===== src/rtl/vvp_seq_ctrl.sv =====
// vvp_seq_ctrl: issues W/D read addresses for a chunks x bit-planes job and accumulates plane-weighted vvp results.
// Optional macro VVP_SEQ_CTRL_SAT_EN: saturating accumulation plus sticky res_ovf output.
module vvp_seq_ctrl #(
   parameter int N       = 64,
   parameter int AW      = 10,
   parameter int LW      = 8,
   parameter int PW      = 3,
   parameter int RDLAT   = 1,
   parameter int VVP_LAT = 0,
   parameter int ACCW    = 32,
   localparam int SW     = $clog2(N) + 2
) (
   input  logic                   clk,
   input  logic                   rst,
   input  logic                   start,
   input  logic [1:0]             cfg_mode,
   input  logic [AW-1:0]          cfg_base,
   input  logic [LW-1:0]          cfg_len,
   input  logic [PW-1:0]          cfg_planes,
   output logic                   busy,
   output logic                   mem_re,
   output logic [AW-1:0]          mem_addr,
   output logic [1:0]             vvp_mode,
   input  logic signed [SW-1:0]   vvp_S,
   output logic signed [ACCW-1:0] res,
   output logic                   res_valid,
`ifdef VVP_SEQ_CTRL_SAT_EN
   output logic                   res_ovf,
`endif
   input  logic                   res_ready
);

   localparam int D = RDLAT + VVP_LAT;

   typedef enum logic [1:0] {S_IDLE, S_ISSUE, S_DRAIN, S_DONE} state_t;

   state_t                 r_state, w_nextState;
   logic [AW-1:0]          r_addr;
   logic [LW-1:0]          r_len, r_c;
   logic [PW-1:0]          r_planes, r_p;
   logic [1:0]             r_mode;
   logic                   r_busy;
   logic                   r_resValid;
   logic signed [ACCW-1:0] r_acc, r_res, w_accNext;
   logic [D-1:0]           r_tagV;
   logic [PW-1:0]          r_tagP [D];
   logic                   w_issue, w_lastIssue, w_upV, w_finish, w_tagOutV;
   logic [PW-1:0]          w_tagOutP;

   assign w_issue     = (r_state == S_ISSUE);
   assign w_lastIssue = w_issue && (r_c == r_len) && (r_p == r_planes);
   assign w_tagOutV   = r_tagV[D-1];
   assign w_tagOutP   = r_tagP[D-1];

   // Any tag still upstream of the output stage means more results are coming.
   always_comb begin
      w_upV = 1'b0;
      for (int i = 0; i < D - 1; i++) w_upV = w_upV | r_tagV[i];
   end

   assign w_finish = (r_state == S_DRAIN) && !w_upV;

`ifdef VVP_SEQ_CTRL_SAT_EN
   localparam int EW = ACCW + (1 << PW) + 1;
   localparam logic signed [EW-1:0] MAXV = (EW'(1) << (ACCW - 1)) - EW'(1);
   localparam logic signed [EW-1:0] MINV = -(EW'(1) << (ACCW - 1));

   logic signed [EW-1:0] w_term, w_sum;
   logic                 w_sat, r_ovf, r_resOvf, w_ovfNext;

   always_comb begin
      w_term    = EW'(vvp_S) <<< w_tagOutP;
      w_sum     = EW'(r_acc) + w_term;
      w_sat     = 1'b0;
      w_accNext = r_acc;
      if (w_tagOutV) begin
         if (w_sum > MAXV) begin
            w_accNext = MAXV[ACCW-1:0];
            w_sat     = 1'b1;
         end else if (w_sum < MINV) begin
            w_accNext = MINV[ACCW-1:0];
            w_sat     = 1'b1;
         end else begin
            w_accNext = w_sum[ACCW-1:0];
         end
      end
   end

   assign w_ovfNext = r_ovf | w_sat;
   assign res_ovf   = r_resOvf;
`else
   logic signed [ACCW-1:0] w_term;

   always_comb begin
      w_term    = ACCW'(vvp_S) <<< w_tagOutP;
      w_accNext = w_tagOutV ? (r_acc + w_term) : r_acc;
   end
`endif

   always_ff @(posedge clk or posedge rst) begin
      if (rst) r_state <= S_IDLE;
      else     r_state <= w_nextState;
   end

   always_comb begin
      w_nextState = r_state;
      case (r_state)
         S_IDLE:  if (start) w_nextState = S_ISSUE;
         S_ISSUE: if (w_lastIssue) w_nextState = S_DRAIN;
         S_DRAIN: if (w_finish) w_nextState = S_DONE;
         S_DONE:  if (r_resValid && res_ready) w_nextState = S_IDLE;
         default: w_nextState = S_IDLE;
      endcase
   end

   // Tag pipe mirrors memory + vvp latency so each result meets its plane index.
   always_ff @(posedge clk or posedge rst) begin
      if (rst) begin
         r_tagV <= '0;
         for (int i = 0; i < D; i++) r_tagP[i] <= '0;
      end else begin
         r_tagV[0] <= w_issue;
         r_tagP[0] <= r_p;
         for (int i = 1; i < D; i++) begin
            r_tagV[i] <= r_tagV[i-1];
            r_tagP[i] <= r_tagP[i-1];
         end
      end
   end

   always_ff @(posedge clk or posedge rst) begin
      if (rst) begin
         r_addr     <= '0;
         r_len      <= '0;
         r_planes   <= '0;
         r_c        <= '0;
         r_p        <= '0;
         r_mode     <= '0;
         r_busy     <= 1'b0;
         r_acc      <= '0;
         r_res      <= '0;
         r_resValid <= 1'b0;
`ifdef VVP_SEQ_CTRL_SAT_EN
         r_ovf      <= 1'b0;
         r_resOvf   <= 1'b0;
`endif
      end else begin
         if (r_state == S_IDLE && start) begin
            r_addr   <= cfg_base;
            r_len    <= cfg_len;
            r_planes <= cfg_planes;
            r_c      <= '0;
            r_p      <= '0;
            r_mode   <= cfg_mode;
            r_busy   <= 1'b1;
            r_acc    <= '0;
`ifdef VVP_SEQ_CTRL_SAT_EN
            r_ovf    <= 1'b0;
`endif
         end else begin
            r_acc <= w_accNext;
`ifdef VVP_SEQ_CTRL_SAT_EN
            r_ovf <= w_ovfNext;
`endif
         end
         // Issue order is linear, so a running address equals base + c*(planes+1) + p.
         if (w_issue) begin
            r_addr <= r_addr + AW'(1);
            if (r_p == r_planes) begin
               r_p <= '0;
               r_c <= r_c + LW'(1);
            end else begin
               r_p <= r_p + PW'(1);
            end
         end
         if (w_finish) begin
            r_res      <= w_accNext;
            r_resValid <= 1'b1;
`ifdef VVP_SEQ_CTRL_SAT_EN
            r_resOvf   <= w_ovfNext;
`endif
         end
         if (r_state == S_DONE && r_resValid && res_ready) begin
            r_resValid <= 1'b0;
            r_busy     <= 1'b0;
         end
      end
   end

   assign busy      = r_busy;
   assign mem_re    = w_issue;
   assign mem_addr  = w_issue ? r_addr : '0;
   assign vvp_mode  = r_mode;
   assign res       = r_res;
   assign res_valid = r_resValid;

endmodule


===== config.mk =====
export PLATFORM = sky130hd
export DESIGN_NAME = vvp_seq_ctrl
export DESIGN_NICKNAME = d
export VERILOG_FILES = /design/src/rtl/vvp_seq_ctrl.sv
export SDC_FILE = /design/constraint.sdc
export NUM_CORES = 1
export LEC_CHECK = 0
export BUFFER_PORTS_ARGS = -buffer_cell sky130_fd_sc_hd__buf_2
export CORE_MARGIN = 3
export CORE_UTILIZATION = 59
export CTS_CLUSTER_DIAMETER = 60
export DETAILED_ROUTE_END_ITERATION = 16
export PLACE_DENSITY = 0.84
export SETUP_SLACK_MARGIN = 0.15
export SYNTH_ARGS = -nofsm -noshare
export SYNTH_HDL_FRONTEND = slang
export SYNTH_SLANG_ARGS = --single-unit

===== constraint.sdc =====
create_clock -name clk -period 4.1 [get_ports clk]
set_input_delay 0.41 -clock clk [delete_from_list [all_inputs] [get_ports clk]]
set_output_delay 0.41 -clock clk [all_outputs]
set_load 0.02 [all_outputs]

Word-level counts from Yosys, hierarchy flattened
Index checks and enable logic that the tools add are counted.
{"block": "op_classes", "shifts": 1, "mux": 19, "addsub": 4, "reduce_logical": 11, "eq_ne": 8}
{"operator": "32-bit 2-to-1 mux", "n": 2}
{"operator": "32-bit adder", "n": 1}
{"operator": "8-bit by 3-bit <<< shifter with 32-bit output", "n": 1}
{"operator": "10-bit 2-to-1 mux", "n": 3}
{"operator": "8-bit 2-to-1 mux", "n": 3}
{"operator": "10-bit by 1-bit adder with 10-bit output, second input constant", "n": 1}
{"operator": "3-bit 2-to-1 mux", "n": 3}
{"operator": "8-bit by 1-bit adder with 8-bit output, second input constant", "n": 1}
{"operator": "8-bit equality test", "n": 1}
{"operator": "2-bit case mux with 4 select lines", "n": 1}
{"operator": "1-bit logical AND", "n": 6}
{"operator": "2-bit 2-to-1 mux", "n": 3}
{"operator": "2-bit nonzero test", "n": 3}
{"operator": "2-bit equality test, second input constant", "n": 2}
{"operator": "1-bit 2-to-1 mux", "n": 4}
{"operator": "2-bit != test, second input constant", "n": 2}
{"operator": "3-bit by 1-bit adder with 3-bit output, second input constant", "n": 1}
{"operator": "3-bit equality test", "n": 1}
{"operator": "3-bit AND reduction", "n": 1}
{"operator": "2-bit by 1-bit equality test with 1-bit output, second input constant", "n": 1}
{"operator": "2-bit logical NOT", "n": 1}
{"operator": "2-bit by 1-bit != test with 1-bit output, second input constant", "n": 1}
{"block": "totals", "elab_cells": 56, "inputBits": 35, "ff_bits": 106}

Longest topological paths before layout
Gate-level depths: netlist of run 1.
{"block": "depth", "word_depth": 5, "ltp_mapped": 16, "mapped_depth_nobuf": 14}

Worst setup path before layout of run 1
No wires, ideal clock.
{"block": "synth_timing", "path_kind": "register -> register", "from": "reg r_tagP[0] (netlist name)", "to": "reg r_res[28] (netlist: res[28])", "path_stages_with_launch": 17, "setup_slack_ns": 0.639, "synth_period_minus_slack_ns": 3.461, "t_arrival_ns": 3.335, "required_ns": 3.974, "path_cell_list": "dfrtp_1 > clkbuf_1 > mux2_2 > nand2_1 > o21ai_0 > nand2_1 > nand2_1 > ha_1 > buf_2 > a21o_1 > a21o_1 > a21o_1 > a311o_1 > o21ai_2 > o41ai_4 > mux2i_1 > a221o_1"}
{"block": "synth_via", "elab_chain_len": 3}
{"element": "start, declared", "line_no": "46", "text": "logic [PW-1:0] r_tagP [D];"}
{"element": "start signal, assigned by index", "line_no": "126", "text": "r_tagP[i] <= r_tagP[i-1];"}
{"element": "8-bit by 3-bit <<< shifter with 32-bit output", "line_no": "95", "text": "w_term = ACCW'(vvp_S) <<< w_tagOutP;"}
{"element": "32-bit adder", "line_no": "96", "text": "w_accNext = w_tagOutV ? (r_acc + w_term) : r_acc;"}
{"element": "32-bit 2-to-1 mux", "line_no": "96"}
{"element": "end signal, assigned", "line_no": "177", "text": "r_res <= w_accNext;"}
{"element": "end, declared", "line_no": "44", "text": "logic signed [ACCW-1:0] r_acc, r_res, w_accNext;"}
Every way passes these cells.
A chain may end at the register's enable or synchronous reset.

Final worst setup path of run 1
{"block": "layout_timing", "from": "reg r_tagP[0] (netlist name)", "to": "reg r_acc[19]"}
{"block": "layout_via", "elab_chain_len": 4}
{"element": "8-bit by 3-bit <<< shifter with 32-bit output", "line_no": "95"}
{"element": "32-bit adder", "line_no": "96"}
{"element": "32-bit 2-to-1 mux", "line_no": "96"}
{"element": "32-bit 2-to-1 mux", "line_no": "148", "text": "if (r_state == S_IDLE && start) begin"}
{"element": "end signal, assigned", "line_no": "161", "text": "r_acc <= w_accNext;"}
{"element": "end, declared", "line_no": "44"}
Every way passes these cells.

==> summary.md, run 1 <==
| Metric | Value |
|---|---|
| Via count | around 6,100 |
| Yosys warns | 0 |
| Final non-filler cell total | a little under 1,000 |
| H-tree levels | 3 |
| Routed WL | roughly 17,000 um |
| Period minus WS final | around 3.8 ns |
| Worst slew pin tran | 1.07 ns |
| CTS sink count | between 100 and 150 |
| Most common library cells after synthesis | dfrtp_1 (106), nand2_1 (88), nor2_1 (87) |
| Max clock buf depth | 2 |
| Setup Skew | just under 0.009 ns |
| Initial Util | between 60% and 70% |
| GRT Overall Usage | a little over a quarter |
| RD Place Congestion | 1.00 |
| Rel. slew slack | approximately 28% |
| Period utilisation layout | just over 90% |
| DRC Markers | 0 |
| Synth area leaders | dfrtp_1 (38%), ha_1 (7.1%), nand2_1 (4.8%) |
| Die X | roughly 110 um |
| Async set-reset flop share out of synthesis | 100% |
| Hold Path Depth | 3 |
| Mapped Area | 0.00691 mm^2 |
| Global-route wire length before repair | between 20,000 and 30,000 um |
| Worst reg2reg setup slack | ~0.33 ns |
| Fmax | about 270 MHz |
| Synthesized flop and latch total | approximately 110 |
| Maximum vdd ir drop | 0.765 mV |
| Unrepaired setup endpoints after global routing | false |
| Crit Reg-Reg Startpoint | r_tagP[0]$_DFF_PP0_ |
| Hold Path End | r_planes[1]$_DFFE_PP0P_ |
| Initial antenna violation count | 0 |
| Hpwl dp | 12,300 um |
| CTS tree | done |
| First-pass iteration count of the detailed router | 5 |
| DP Cell Count | between 900 and 1,000 |
| Outcome | finished, final reports clean |
| Largest net degree at the start of global routing | 83 |
| 1st-iter DRT viols | 470 |
| Layout area overhead | 11.0% |
| HP Start | cfg_planes[1] |
| Die Ht | between 100 and 150 um |
| Number of distinct library cells after synthesis | between 60 and 70 |
| Critical Path AT | between 4 and 5 ns |
| Cell leakage power | ~3.7 nW |
| Number of buffers created by CTS | 9 |
| Max-slew violation count | 0 |
| Number of global-route vias before repair | 6,101 |
| Post-synth top flop | dfrtp_1 |
| Row Count | 38 |
| Layout cells sized above 1 | about 17% |
| Die ar. | roughly 0.013 mm^2 |
| PD cells | slightly above 900 mW/mm^2 |
| Worst-skew pair later-pin latency | 0.36 ns |
| Count leader, synth | dfrtp_1 |
| Hold crit path type | in2reg |
| Setup TNS | 0 ns |
| Fin nets | between 900 and 1,000 |
| Core Region | around 0.011 mm^2 |
| EDFF count, synth | 0 |
| N_diodes | 0 |
| Critical path class | reg2reg |
| Wire per inst | about 17 um |
| Clock root buffer | clkbuf_16 |
| DR vias/cell | slightly above 6 |
| Clk slew on worst S/H paths | 0.07 ns |
| ANT nets after route | 0 |
| Global route overflow | 0 |
| Setup violations, final | 0 |
| Max cap viols | 0 |
| Crit path required time | around 4.4 ns |
| Critical path capture point type | flop |
| Cells after synthesis | about 800 |
| Max FO, Critical Path | 11 |
| # port buffers | approximately 80 |
| Synthesized net count | between 800 and 900 |
| Hold buffers post-CTS | 0 |
| Synth area leader | dfrtp_1 |
| Average cell area after synthesis | 8.81 um^2 |
| Final Hold Fails | 0 |
| R2R cell count | 12 |
| Postcts setup bufs | 0 |
| Share of the synthesized area in the top cell type | approximately two fifths |
| Seq/Total Area, Yosys | between 30% and 40% |
| Reg2Reg Capture Point | r_acc[19]$_DFF_PP0_ |
| Critical Path Source Type | flop |
| Ports | 82 |
[stage by stage]
step	util [%]	setup WS (ns)	hold WS, ns	power, mW	instance area (um^2)
CTS	68.9	0.278	0.225	7.15	7660
finish	68.9	0.335	0.233	7.18	7670
floorplan	-	0.639	0.414	5.21	6910
detailed placement	66.3	0.336	0.445	6.27	7370
global route	68.9	0.202	0.233	7.75	7670
global placement	66.3	0.491	0.428	6.09	7370
[power by group]
part / total, mW / internal, mW / switching [mW] / leakage (nW)
registers: 1.98 / 1.54 / 0.441 / 1.28
clock network: 0.848 / 0.439 / 0.409 / 0.142
logic: 4.35 / 1.71 / 2.64 / 2.26
[cell families after synthesis]
kind of cell,count (synthesis),synth area share [%]
adders and majority gates,40,7.35
xor gates and xnor gates,34,4.31
muxes,39,5.80
AOI/OAI and AO/OA,204,20.4
and+or+nand+nor,296,20.0
buffers and inverters,65,3.68
DFF,106,38.4
[layer usage]
layer / vias to the layer above / part of all wire [%] / GRT usage, %
met5: - / 0 / 0
met4: 0 / 2.3 / 8.95
met3: 37 / 5.6 / 5.97
met2: 203 / 48 / 44.3
met1: 2934 / 44 / 36.3
li1: 2925 / - / -
[registers in the layout, summed over array words and instances, names as in the netlist]
signal     cells
res_valid      1
vvp_mode       2
r_p            3
res           32
r_tagP         3
r_c            8
r_state        2
r_addr        10
r_len          8
busy           1
r_acc         32
r_tagV         1
r_planes       3
[timing repair]
action,CTS,global route
gates resized for setup,0,2
endpoints found under the hold margin,0,0
endpoints found under the setup margin,0,4
[critical path: stages, from the launching register on]
cell	delay, ns
dfrtp_2	0.50
mux2_2	0.38
o21ai_0	0.28
mux2i_1	0.14
ha_1	0.37
a21oi_1	0.27
o22ai_1	0.16
o211ai_1	0.25
a21boi_1	0.13
o31ai_1	0.39
a21oi_1	0.23
or4_1	0.43
a31oi_1	0.14
[how the worst max path moves through the flow]
stage | end | start | slack (ns)
after CTS | res[29]$_DFFE_PP0P_ | r_tagP[0]$_DFF_PP0_ | 0.28
after detailed placement | res[29]$_DFFE_PP0P_ | r_tagP[0]$_DFF_PP0_ | 0.34
after global placement | res[29]$_DFFE_PP0P_ | r_tagP[0]$_DFF_PP0_ | 0.49
final | r_acc[19]$_DFF_PP0_ | r_tagP[0]$_DFF_PP0_ | 0.33
after global routing | r_acc[19]$_DFF_PP0_ | r_tagP[0]$_DFF_PP0_ | 0.20
after floorplan | res[28]$_DFFE_PP0P_ | r_tagP[0]$_DFF_PP0_ | 0.64
[final cells by class]
type	count	area, um^2
clock buffer	11	243
tap	140	175
clock inverter	5	46.3
timing repair buffer	89	465
fill	899	3460
multi-input combinational	613	4010
inverter	19	73.8
sequential	106	2660
[cell usage in the layout, fill, tap and decap left out, types with 4 or more instances in the layout]
cell type	Yosys	layout
dfrtp_1	106	104
nand2_1	88	88
nor2_1	87	87
buf_2	8	81
a21oi_1	62	62
ha_1	39	38
nand3_1	37	37
mux2i_1	31	31
o21ai_0	30	30
a21o_1	22	22
xor2_1	21	21
inv_1	19	18
nor3_1	14	14
and2_1	13	13
xnor2_1	13	13
and3_1	12	12
a211oi_1	12	12
o22ai_1	9	9
clkbuf_16	0	9
a31oi_1	8	8
mux2_2	8	8
buf_4	0	8
or3_1	7	7
a221o_1	6	6
nand4_1	6	6
o31ai_1	6	6
nand3b_1	6	6
or2_2	5	5
o221a_2	4	4
nand2b_1	4	4
o21a_1	4	4
nor2b_1	4	4
a22oi_1	4	4
Note: power is estimated with default switching activity, not from simulation.
==> inputs of run 2 (changes only) <==
- ABC_AREA: unset -> 1
- CORE_UTILIZATION: 59 -> 40
- PLACE_DENSITY: 0.84 -> 0.61
- RECOVER_POWER: unset -> 25
==> run 2 against run 1 <==
Net effect:
- the flow now finishes with violations (capacitance limit, slew limit)
- register-to-register slack gained 0.84 ns
- hold slack improved by 0.0055 ns
- sequential power is essentially flat
- flip-flop and latch count unchanged
- via count is 10% higher
- cell area increased by 9.3%
- die area up 55%
- clock power is 15% higher
- fmax increased by 29%
==> summary.md, run 2 <==
| Metric | Value |
|---|---|
| Outcome | complete, but fails checks |
| Failing checks | capacitance limit, slew limit |
| Most common library cells after synthesis | nand2_1 (393), inv_1 (150), dfrtp_1 (106) |
| Number of distinct library cells after synthesis | 43 (-35%) |
| Fin nets | 1,242 (+36%) |
| N_diodes | 0 (unchanged) |
| Final non-filler cell total | 1,401 (+43%) |
| Routed WL | 18,600 um (+8.5%) |
| Setup TNS | 0 ns (unchanged) |
| Maximum vdd ir drop | 0.341 mV (-55%) |
| Final Hold Fails | 0 (unchanged) |
| Number of global-route vias before repair | 6,492 (+6.4%) |
| Core Region | 0.0181 mm^2 (+63%) |
| ANT nets after route | 0 (unchanged) |
| Worst slew pin tran | 2.61 ns (+1.54 ns) |
| Critical Path AT | 3.18 ns (-0.85 ns) |
| Worst slack, placed | 1.16 ns (+0.822 ns) |
| Most common cell after layout, fill and taps aside | nand2_1 |
| Initial antenna violation count | 0 (unchanged) |
| Largest net degree at the start of global routing | 62 (-25%) |
| Fmax | 341 MHz (+29%) |
| Cell leakage power | 4.77 nW (+29%) |
| Unrepaired setup endpoints after global routing | false |
| Wire per inst | 13.3 um (-24%) |
| Layout area overhead | 13.1% |
| PD cells | 922 mW/mm^2 (-1.5%) |
| Fin util | 46.4% (-23 points) |
| Critical path capture point type | flop |
| Die ar. | 0.0202 mm^2 (+55%) |
| Post-synth top flop | dfrtp_1 |
| Die X | 142 um (+24%) |
| CTS tree | done |
| Max clock buf depth | 2 (unchanged) |
| Worst-skew pair later-pin latency | 0.36 ns (about the same) |
| Period utilisation layout | 71.4% (-20 points) |
| EDFF count, synth | 0 (unchanged) |
| Synth area leader | dfrtp_1 |
| RD Place Congestion | 0.951 (-5.3%) |
| Crit path required time | 4.35 ns (-0.02 ns) |
| Async set-reset flop share out of synthesis | 100% (unchanged) |
| Critical path class | reg2reg |
| Synthesized net count | 1,171 (+36%) |
| CTS sink count | 106 (unchanged) |
| DP Cell Count | 1,385 (+43%) |
| Row Count | 49 (+29%) |
| Via count | 6,708 (+10%) |
| Layout cells sized above 1 | 14.9% (-1.8 points) |
| Synthesized flop and latch total | 106 (unchanged) |
| Critical Path Source Type | flop |
| Setup violations, final | 0 (unchanged) |
| Clock root buffer | clkbuf_16 |
| Seq/Total Area, Yosys | 35.8% (-2.6 points) |
| GRT Overall Usage | 19.1% (-8.1 points) |
| Clk slew on worst S/H paths | 0.08 ns (about the same) |
| Ports | 82 (unchanged) |
| Max-slew violation count | 62 (+62) |
| Number of buffers created by CTS | 9 (unchanged) |
| DR vias/cell | 4.79 (-23%) |
| Postcts setup bufs | 0 (unchanged) |
| Mapped Area | 0.00742 mm^2 (+7.4%) |
| Die Ht | 142 um (+24%) |
| Initial Util | 41.0% (-21 points) |
| Setup Skew | 0.00833 ns (-0.000463 ns) |
| Count leader, synth | nand2_1 |
| Rel. slew slack | -75.2% (-100 points) |
| Hpwl dp | 14,400 um (+17%) |
| Post-cts gate resize count | 0 (unchanged) |
| Yosys warns | 0 (unchanged) |
| Period minus WS final | 2.93 ns (-0.836 ns) |
| Hold crit path type | in2reg |
| Max FO, Critical Path | 9 (-2) |
| Synth area leaders | dfrtp_1 (36%), nand2_1 (20%), inv_1 (7.6%) |
| # port buffers | 81 (unchanged) |
| Global-route wire length before repair | 31,500 um (+9.3%) |
| 1st-iter DRT viols | 335 (-29%) |
| Average cell area after synthesis | 6.77 um^2 (-23%) |
| Cells after synthesis | 1,096 (+40%) |
| Max cap viols | 1 (+1) |
| Share of the synthesized area in the top cell type | 35.8% (-2.6 points) |
| Most frequent cells in the layout | nand2_1 (393), inv_1 (149), dfrtp_1 (105), buf_2 (80), nor2_1 (77) |
| Final worst slack | 1.17 ns (+0.836 ns) |
| Global route overflow | 0 (unchanged) |
| Hold buffers post-CTS | 0 (unchanged) |
| First-pass iteration count of the detailed router | 5 (unchanged) |
| DRC Markers | 0 (unchanged) |
| H-tree levels | 3 (unchanged) |
| # fillers | 1,863 (+110%) |
run 2: cell families (layout without fill, tap and decap cells):
logic type,Yosys count,count (layout),share of synthesized area [%]
AO/OA/AOI/OAI,110,110,8.17
XOR/XNOR,29,29,3.43
flip-flops,106,106,35.8
buffers and inverters,191,267,9.77
adder cells (fa/ha/maj),40,40,6.85
multiplexers,3,3,0.405
AND/OR/NAND/NOR,617,617,35.6
run 2: routing by layer:
layer / routed length [um] / global-route usage [%] / up-vias
met5: 0 / 0 / -
met4: 363 / 6.06 / 0
met3: 759 / 3.06 / 23
met2: 8560 / 31.1 / 122
met1: 8940 / 26.2 / 2999
li1: - / - / 3564
run 2: layout make-up:
cell class | count | area, um^2 | share of cell area (%)
multi-input cells | 799 | 4040 | 48.2
flip-flops and latches | 106 | 2650 | 31.6
inverters | 162 | 609 | 7.27
repair buffers | 89 | 460 | 5.49
well taps | 229 | 287 | 3.42
clock buffers | 10 | 239 | 2.85
clock inverters | 6 | 97.6 | 1.16
run 2: metrics by stage:
stage / area (um^2) / hold slack (ns) / total power [mW]
after floorplan: 7420 / 0.416 / 5.58
after global placement: 8060 / 0.444 / 6.77
after detailed placement: 8060 / 0.458 / 6.79
after CTS: 8390 / 0.207 / 7.80
after global routing: 8390 / 0.245 / 8.57
final: 8390 / 0.239 / 7.73
run 2: critical path, cell delays in order, from the launching register on:
cell,delay (ns)
dfrtp_1,0.46
inv_1,0.16
o21ai_0,0.27
nand2_1,0.08
o21ai_0,0.12
o21ai_0,0.15
ha_1,0.36
nand2_1,0.14
inv_2,0.04
a21oi_1,0.32
nand3_2,0.17
nand3_1,0.14
nand2_1,0.06
nand2_1,0.06
nand3_1,0.10
nand3_1,0.12
nand2_1,0.05
run 2: final timing paths:
| kind | cells after the start | from | end | slack, ns |
|---|---|---|---|---|
| setup / recovery | 16 | r_tagP[0]$_DFF_PP0_ | res[20]$_DFFE_PP0P_ | 1.17 |
| hold / removal | 3 | cfg_len[4] | r_len[4]$_DFFE_PP0P_ | 0.24 |
| setup reg to reg | 16 | r_tagP[0]$_DFF_PP0_ | res[20]$_DFFE_PP0P_ | 1.17 |
| hold reg to reg | 0 | r_p[1]$_DFFE_PP0P_ | r_tagP[1]$_DFF_PP0_ | 0.46 |
| max in group asynchronous | 3 | rst | r_acc[23]$_DFF_PP0_ | 1.30 |
| min in group asynchronous | 2 | rst | r_tagP[2]$_DFF_PP0_ | 0.75 |
run 2: report_power, final:
group	total, mW	internal, mW	switching, mW	leakage, nW
registers	1.95	1.53	0.415	1.32
logic	4.81	1.71	3.09	3.28
clock network	0.978	0.560	0.418	0.165
